`config.mk`:
```
export PLATFORM = sky130hd
export DESIGN_NAME = controle_lotacao
export DESIGN_NICKNAME = d
export VERILOG_FILES = /design/src/rtl/pacote_elevador.sv /design/src/rtl/gerador_pisca.sv /design/src/rtl/controle_lotacao.sv
export SDC_FILE = /design/constraint.sdc
export NUM_CORES = 1
export LEC_CHECK = 0
export ABC_AREA = 0
export BUFFER_PORTS_ARGS = -buffer_cell sky130_fd_sc_hd__buf_2
export CAP_MARGIN = 20
export CORE_UTILIZATION = 47
export CTS_CLUSTER_SIZE = 14
export DETAILED_ROUTE_END_ITERATION = 6
export PLACE_DENSITY = 0.71
export SYNTH_ARGS = -nofsm -noshare
export SYNTH_HDL_FRONTEND = slang
export SYNTH_SLANG_ARGS = --single-unit
export TNS_END_PERCENT = 30
```
`constraint.sdc`:
```
create_clock -name clk -period 3.2 [get_ports clk]
set_input_delay 0.48 -clock clk [delete_from_list [all_inputs] [get_ports clk]]
set_output_delay 0.48 -clock clk [all_outputs]
set_load 0.01 [all_outputs]
```
`src/rtl/pacote_elevador.sv`:
```
// Definitions shared by the car-status blocks: load-state encoding and LED colours.
// LED vector bit order is {R, G, B}.
package pacote_elevador;

  typedef enum logic [1:0] {
    NORMAL   = 2'd0,
    ALERTA   = 2'd1,
    EXCEDIDO = 2'd2
  } estado_t;

  localparam logic [2:0] COR_VERDE    = 3'b010;
  localparam logic [2:0] COR_AMARELA  = 3'b110;
  localparam logic [2:0] COR_VERMELHA = 3'b100;
  localparam logic [2:0] COR_APAGADA  = 3'b000;

endpackage

```
`src/rtl/gerador_pisca.sv`:
```
// Blink phase generator: while habilita is high, fase toggles every PISCA_CICLOS
// cycles; dropping habilita clears the count so the next enable starts at phase 0.
module gerador_pisca #(
  parameter int PISCA_CICLOS = 25_000_000
) (
  input  logic clk,
  input  logic rst_n,
  input  logic habilita,
  output logic fase
);

  localparam int CW = (PISCA_CICLOS > 1) ? $clog2(PISCA_CICLOS) : 1;
  localparam logic [CW-1:0] CONT_FIM = CW'(PISCA_CICLOS - 1);

  logic [CW-1:0] cont_q, cont_d;
  logic          fase_q, fase_d;

  always_comb begin
    cont_d = cont_q;
    fase_d = fase_q;
    if (!habilita) begin
      cont_d = '0;
      fase_d = 1'b0;
    end else if (cont_q == CONT_FIM) begin
      cont_d = '0;
      fase_d = ~fase_q;
    end else begin
      cont_d = cont_q + 1'b1;
    end
  end

  always_ff @(posedge clk or negedge rst_n) begin
    if (!rst_n) begin
      cont_q <= '0;
      fase_q <= 1'b0;
    end else begin
      cont_q <= cont_d;
      fase_q <= fase_d;
    end
  end

  assign fase = fase_q;

endmodule

```
`src/rtl/controle_lotacao.sv`:
```
// Elevator car capacity controller: counts entries/exits from door sensors,
// classifies the load with release hysteresis and drives the status LED.
module controle_lotacao
  import pacote_elevador::*;
#(
  parameter int LARGURA       = 4,
  parameter int CAPACIDADE    = 8,
  parameter int LIMITE_ALERTA = 6,
  parameter int LIBERA_CICLOS = 16,
  parameter int PISCA_CICLOS  = 25_000_000
) (
  input  logic               clk,
  input  logic               rst_n,
  input  logic               entrada,
  input  logic               saida,
  input  logic               zerar,
  output logic [LARGURA-1:0] ocupacao,
  output logic               excedido,
  output logic               bloqueio_partida,
  output logic               erro_sensor,
  output logic [2:0]         led_rgb,
  output estado_t            estado_dbg
);

  localparam logic [LARGURA-1:0] OCUP_MAX  = '1;
  localparam logic [LARGURA-1:0] CAP_L     = LARGURA'(CAPACIDADE);
  localparam logic [LARGURA-1:0] ALERTA_L  = LARGURA'(LIMITE_ALERTA);
  localparam int                 LW        = (LIBERA_CICLOS > 1) ? $clog2(LIBERA_CICLOS) : 1;
  localparam logic [LW-1:0]      LIBERA_FIM = LW'(LIBERA_CICLOS - 1);

  logic               entrada_q, saida_q;
  logic               inc, dec;
  logic [LARGURA-1:0] ocupacao_q, ocupacao_d;
  logic               erro_q, erro_d;
  estado_t            estado_q, estado_d;
  logic [LW-1:0]      libera_q, libera_d;
  logic               excedido_q, excedido_d;
  logic [2:0]         led_q, led_d;
  logic               pisca_habilita, pisca_fase;

  assign inc = entrada & ~entrada_q;
  assign dec = saida & ~saida_q;

  // Simultaneous entry and exit cancel; saturating ends flag a sensor fault.
  always_comb begin
    ocupacao_d = ocupacao_q;
    erro_d     = erro_q;
    if (zerar) begin
      ocupacao_d = '0;
      erro_d     = 1'b0;
    end else if (inc && !dec) begin
      if (ocupacao_q == OCUP_MAX) erro_d = 1'b1;
      else                        ocupacao_d = ocupacao_q + 1'b1;
    end else if (dec && !inc) begin
      if (ocupacao_q == '0) erro_d = 1'b1;
      else                  ocupacao_d = ocupacao_q - 1'b1;
    end
  end

  // Load FSM works on the registered count, so it trails the counter by one cycle.
  always_comb begin
    estado_d = estado_q;
    libera_d = '0;
    if (zerar) begin
      estado_d = NORMAL;
    end else begin
      case (estado_q)
        NORMAL: begin
          if (ocupacao_q > CAP_L)          estado_d = EXCEDIDO;
          else if (ocupacao_q >= ALERTA_L) estado_d = ALERTA;
        end
        ALERTA: begin
          if (ocupacao_q > CAP_L)         estado_d = EXCEDIDO;
          else if (ocupacao_q < ALERTA_L) estado_d = NORMAL;
        end
        EXCEDIDO: begin
          // Leave only after LIBERA_CICLOS uninterrupted cycles within capacity.
          if (ocupacao_q > CAP_L) begin
            libera_d = '0;
          end else if (libera_q == LIBERA_FIM) begin
            estado_d = (ocupacao_q >= ALERTA_L) ? ALERTA : NORMAL;
          end else begin
            libera_d = libera_q + 1'b1;
          end
        end
        default: estado_d = NORMAL;
      endcase
    end
  end

  // Blink timer runs from the cycle the FSM decides to enter EXCEDIDO, so the
  // first registered red phase lasts exactly PISCA_CICLOS cycles.
  assign pisca_habilita = (estado_d == EXCEDIDO);

  gerador_pisca #(
    .PISCA_CICLOS (PISCA_CICLOS)
  ) u_pisca (
    .clk      (clk),
    .rst_n    (rst_n),
    .habilita (pisca_habilita),
    .fase     (pisca_fase)
  );

  always_comb begin
    excedido_d = (estado_d == EXCEDIDO);
    led_d      = COR_VERDE;
    case (estado_d)
      NORMAL:   led_d = COR_VERDE;
      ALERTA:   led_d = COR_AMARELA;
      EXCEDIDO: led_d = pisca_fase ? COR_APAGADA : COR_VERMELHA;
      default:  led_d = COR_VERDE;
    endcase
  end

  always_ff @(posedge clk or negedge rst_n) begin
    if (!rst_n) begin
      entrada_q  <= 1'b0;
      saida_q    <= 1'b0;
      ocupacao_q <= '0;
      erro_q     <= 1'b0;
      estado_q   <= NORMAL;
      libera_q   <= '0;
      excedido_q <= 1'b0;
      led_q      <= COR_VERDE;
    end else begin
      entrada_q  <= entrada;
      saida_q    <= saida;
      ocupacao_q <= ocupacao_d;
      erro_q     <= erro_d;
      estado_q   <= estado_d;
      libera_q   <= libera_d;
      excedido_q <= excedido_d;
      led_q      <= led_d;
    end
  end

  assign ocupacao         = ocupacao_q;
  assign excedido         = excedido_q;
  assign bloqueio_partida = excedido_q;
  assign erro_sensor      = erro_q;
  assign led_rgb          = led_q;
  assign estado_dbg       = estado_q;

endmodule

```
**Word-level counts from Yosys, hierarchy flattened**

Cells that the tools add are included.

- Reductions and logical operators: 10
- Equal/unequal tests: 11
- $lt $le $gt $ge: 3
- Bitwise operators: 5
- $add $sub $neg: 4
- Muxes and demuxes: 29

Operators by type and width:

| kind | count |
|---|---|
| $mux W25 | 2 |
| $mux W4 | 9 |
| $add A25 B1 Y25 const B | 1 |
| $eq A25 B25 Y1 const B | 1 |
| $mux W2 | 7 |
| $add A4 B1 Y4 const B | 2 |
| $eq A4 B4 Y1 const B | 2 |
| $mux W1 | 8 |
| $ne A3 B3 Y1 const B | 2 |
| $pmux W2 S3 | 1 |
| $pmux W3 S2 | 1 |
| $reduce_and A3 Y1 | 2 |
| $reduce_bool A3 Y1 | 2 |
| $eq A2 B1 Y1 const B | 2 |
| $eq A2 B2 Y1 const B | 2 |
| $ge A4 B3 Y1 const B | 1 |
| $gt A4 B4 Y1 const B | 1 |
| $logic_not A4 Y1 | 1 |
| $lt A4 B3 Y1 const B | 1 |
| $sub A4 B1 Y4 const B | 1 |
| $mux W3 | 1 |
| $ne A3 B2 Y1 const B | 1 |
| $not A1 Y1 | 3 |
| $and A1 B1 Y1 | 2 |
| 4 further kinds | 6 |

- Bits of input ports: 5
- Bits in registers: 43
- Output and inout port bits: 12

**Longest topological paths before layout**

- Depth in word-level cells: 8
- Depth in mapped cells: 9
- Gate-level depth less buffers: 8

**Modules after synthesis**

From an unflattened synthesis, not the netlist that was laid out.

- Cells, all modules: 225
- Area total of the unflattened synthesis: 2234.6 sq um

By module, submodules not included:

| module | area each (sq um) | cells each | times used | sequential area each (sq um) |
|---|---|---|---|---|
| gerador_pisca | 1347.5 | 140 | 1 | 650.6 |
| controle_lotacao | 887.1 | 85 | 1 | 401.6 |

**Least setup slack after synthesis**

Ideal clock, no wire load.

- Path type: input to register
- Start point: input entrada
- End point: register ocupacao_q[3], in the netlist ocupacao[3]
- Arrival: 1942 ps
- Setup time: 125 ps
- Cell stages on the path: 7
- Setup slack: 1133 ps
- Cells stage by stage: nor2b_1 -> nand2_1 -> ha_1 -> a21o_1 -> a21oi_1 -> mux2i_1 -> mux2_2

- Cells in the longest elaborated chain, start to end: 5
- Elaborated cells between the ends (all ways): 10
- Those cells by class: eq/ne (2); mux (2); bitwise (1); reduce/logical (5)

RTL lines:

| element | RTL line | RTL |
|---|---|---|
| start, declared | controle_lotacao.sv:14 | `input logic entrada,` |
| $and A1 B1 Y1 * | controle_lotacao.sv:41 | `assign inc = entrada & ~entrada_q;` |
| $logic_not A1 Y1 | controle_lotacao.sv:54 | `end else if (dec && !inc) begin` |
| $logic_and A1 B1 Y1 | controle_lotacao.sv:54 |  |
| $reduce_bool A3 Y1 (no line) | - |  |
| $reduce_and A3 Y1 (no line) | - |  |
| end signal, assigned | controle_lotacao.sv:128 | `ocupacao_q <= ocupacao_d;` |
| end, declared | controle_lotacao.sv:33 | `logic [LARGURA-1:0] ocupacao_q, ocupacao_d;` |

Every way passes the cells marked *; elsewhere a longest branch is shown, timed or not.
A chain may end at the register's enable or synchronous reset.

**Worst setup path after layout**

- Start point: register entrada_q
- End point: register ocupacao_q[3], in the netlist ocupacao[3]

- Cells in the longest elaborated chain, start to end: 6
- Elaborated cells between the ends (all ways): 11
- Those cells by class: eq/ne (2); mux (2); bitwise (2); reduce/logical (5)

RTL lines:

| element | RTL line | RTL |
|---|---|---|
| start, declared | controle_lotacao.sv:31 | `logic entrada_q, saida_q;` |
| start signal, assigned | controle_lotacao.sv:126 | `entrada_q <= entrada;` |
| $not A1 Y1 * | controle_lotacao.sv:41 |  |
| $and A1 B1 Y1 * | controle_lotacao.sv:41 |  |
| $logic_not A1 Y1 | controle_lotacao.sv:54 |  |
| $logic_and A1 B1 Y1 | controle_lotacao.sv:54 |  |
| $reduce_bool A3 Y1 (no line) | - |  |
| $reduce_and A3 Y1 (no line) | - |  |

Marked as above.

==> impl_metrics.tcl <==
set metrics [dict create \
    min_period_over_period 0.641 \
    synth_edf_count 0 \
    grtUsageTotal 0.170 \
    port_buffers 15 \
    tightest_slew_ns 0.901 \
    clock_skew_ns 0.0109 \
    num_vias 1638 \
    synth-simple-area-share 0.262 \
    synth_top_family_by_area "simple AND/OR/NAND/NOR gates" \
    gp_congestion 0.809 \
    drc 0 \
    grt_start_max_net_pins 43 \
    clock-sinks 42 \
    yosysTopAreaCellShare 0.459 \
    slew_viol_final 0 \
    initial_core_util 0.499 \
    finalWirelength_um 3730 \
    antenna_found_initial 0 \
    wl_per_cell_um 13.1 \
    vdd_ir_drop_max_uv 264 \
    synth-async-reset-ratio 1.00 \
    grt_pass1_vias 1511 \
    end_kind "register" \
    dieWidth_um 70.9 \
    period_needed_ns 2.05 \
    yosys_register_bits 42 \
    cp_max_fo 4 \
    dp.cells 277 \
    grt_pass1_wl_um 6780 \
    synthMuxAreaShare 0.00952 \
    initialDrtViolationCount 92 \
    ys.flop_type "dfrtp_1" \
    path_class "reg2reg" \
    num_rows 24 \
    cts_tree "done" \
    crit_arrival_ns 2.23 \
    cts_buffer_depth 2 \
    slew_headroom 0.399 \
    hold_buffers 0 \
    die-area_um2 5030 \
    antenna_cells 0 \
    synth_common_cells "dfrtp_1, nor2_1, nand3_1" \
    cts_resized 0 \
    syn_to_final_growth_pct 7.79 \
    antenna_left 0 \
    place_ws_ns 0.909 \
    cts_buffers 5 \
    syn_area_um2 2230 \
    clockRootBuffer "clkbuf_8" \
    reg2reg_slack_ns 1.15 \
    drv_cap 0 \
    timing.hold.ws_ns 0.317 \
    vias_per_cell 5.75 \
    synth_largest_area_cell "dfrtp_1" \
    yosysMostFrequentCell "dfrtp_1" \
    leakage_nw 1.03 \
    dr.pass1.iters 6 \
    die_y_um 70.9 \
    yosysUniqueCellTypes 46 \
    path_clk_slew_ns 0.07 \
    io_pins 17 \
    min_path_type "in2async" \
    finalPower_w 0.00101 \
    finalHoldViolations 0 \
    syn_avg_cell_area_um2 10.2 \
    layout-drive-gt1-share 0.159 \
    timing.final.ws_setup_ns 1.15 \
    insertion_delay_ns 0.29 \
    power_density_nw_per_um2 421 \
    final.setup.tns_ns 0 \
    ys_top_cells_by_area "dfrtp_1, xor2_1, ha_1" \
    dp_hpwl_um 2650 \
    htreeDepth 2 \
    synth_compound_area_frac 0.109 \
    core_um2 4470 \
    layout.cells.non_filler 285 \
    fmax_ghz 0.487 \
    status "completed" \
    synth_xor_area_frac 0.0627 \
    syn_inst 219 \
    yosysWarningCount 0 \
    synth-seq-area-share 0.471 \
    rsz0062_at_grt "no" \
    required_ns 3.37 \
    cts_setup_buffers 0 \
    startpoint_type "register" \
    syn-num-nets 232 \
    nNetsFinal 245 \
    grt-ovfl-total 0 \
    yosys.area_share.adder 0.0482 \
    setup_violations 0 \
]
[registers in the layout, summed over array words and instances (netlist names)]
| register | cells |
|---|---|
| u_pisca.cont_q | 25 |
| saida_q | 1 |
| u_pisca.fase | 1 |
| bloqueio_partida | 1 |
| erro_sensor | 1 |
| estado_dbg | 2 |
| libera_q | 4 |
| ocupacao | 4 |
| entrada_q | 1 |
| led_rgb | 2 |
[per-stage QoR]
stage	area [um2]	utilization
after global routing	2410	0.538
after detailed placement	2320	0.518
after global placement	2320	0.518
after CTS	2410	0.538
after floorplan	2230	-
final	2410	0.538
[final timing paths]
check | startpoint | end | cells past startpoint
min reg2reg | u_pisca.cont_q[0] | u_pisca.cont_q[0] | 1
max | entrada_q | ocupacao[3] | 7
max reg2reg | entrada_q | ocupacao[3] | 7
min | rst_n | ocupacao[2] | 1
min in group clk | saida | saida_q | 1
max in group asynchronous | rst_n | entrada_q | 1
[per-layer routing]
layer | GRT usage | part of all wire
met3 | 0.0427 | 0.034
met1 | 0.242 | 0.51
met2 | 0.259 | 0.44
met5 | 0 | 0
met4 | 0.0533 | 0.0086
[power breakdown]
part	leakage, nW	switching (W)	internal (W)
combinational	0.406	0.0000659	0.0000448
clock	0.0482	0.000166	0.000174
sequential	0.575	0.0000181	0.000546
total	1.03	0.000250	0.000765
[worst max-delay path: stages (launching register included)]
cell and delay (ns):
dfrtp_1 0.37, nor2b_1 0.22, nand2_1 0.15, ha_1 0.29
a21o_1 0.17, a21oi_1 0.16, mux2i_1 0.23, mux2_2 0.35
[cell type report]
class / instances / area, um2
inverter: 4 / 15.0
tap: 52 / 65.1
clock inverter: 1 / 5.00
fill: 389 / 2070
timing repair buffer: 16 / 82.6
sequential: 42 / 1050
clock buffer: 7 / 86.3
multi-input combinational: 163 / 1100
[layout by cell type, fill, tap and decap left out, types with 3 or more instances in the layout]
cell type and n:
nor3_1 8, and4_1 3, clkbuf_8 6, dfrtp_1 41, nor2b_1 3, nand4_1 6
o31ai_1 8, a21oi_1 13, o21ai_0 4, and3_1 3, nand2_1 11, nor2_1 20
and2_1 5, ha_1 7, nand3_1 15, buf_2 15, xor2_1 11, a21o_1 3
or4_1 5, xnor2_1 5, nor4_1 3, inv_1 4, or3_1 4
[logic make-up (layout without fill, tap and decap cells)]
group,count (synthesis),after routing
AO/OA/AOI/OAI,36,36
multiplexers,2,2
AND/OR/NAND/NOR,100,100
adder cells (fa/ha/maj),8,8
other,1,1
XOR/XNOR,16,16
flip-flops,42,42
buffers and inverters,14,28
Power figures use the tool's default switching activity.
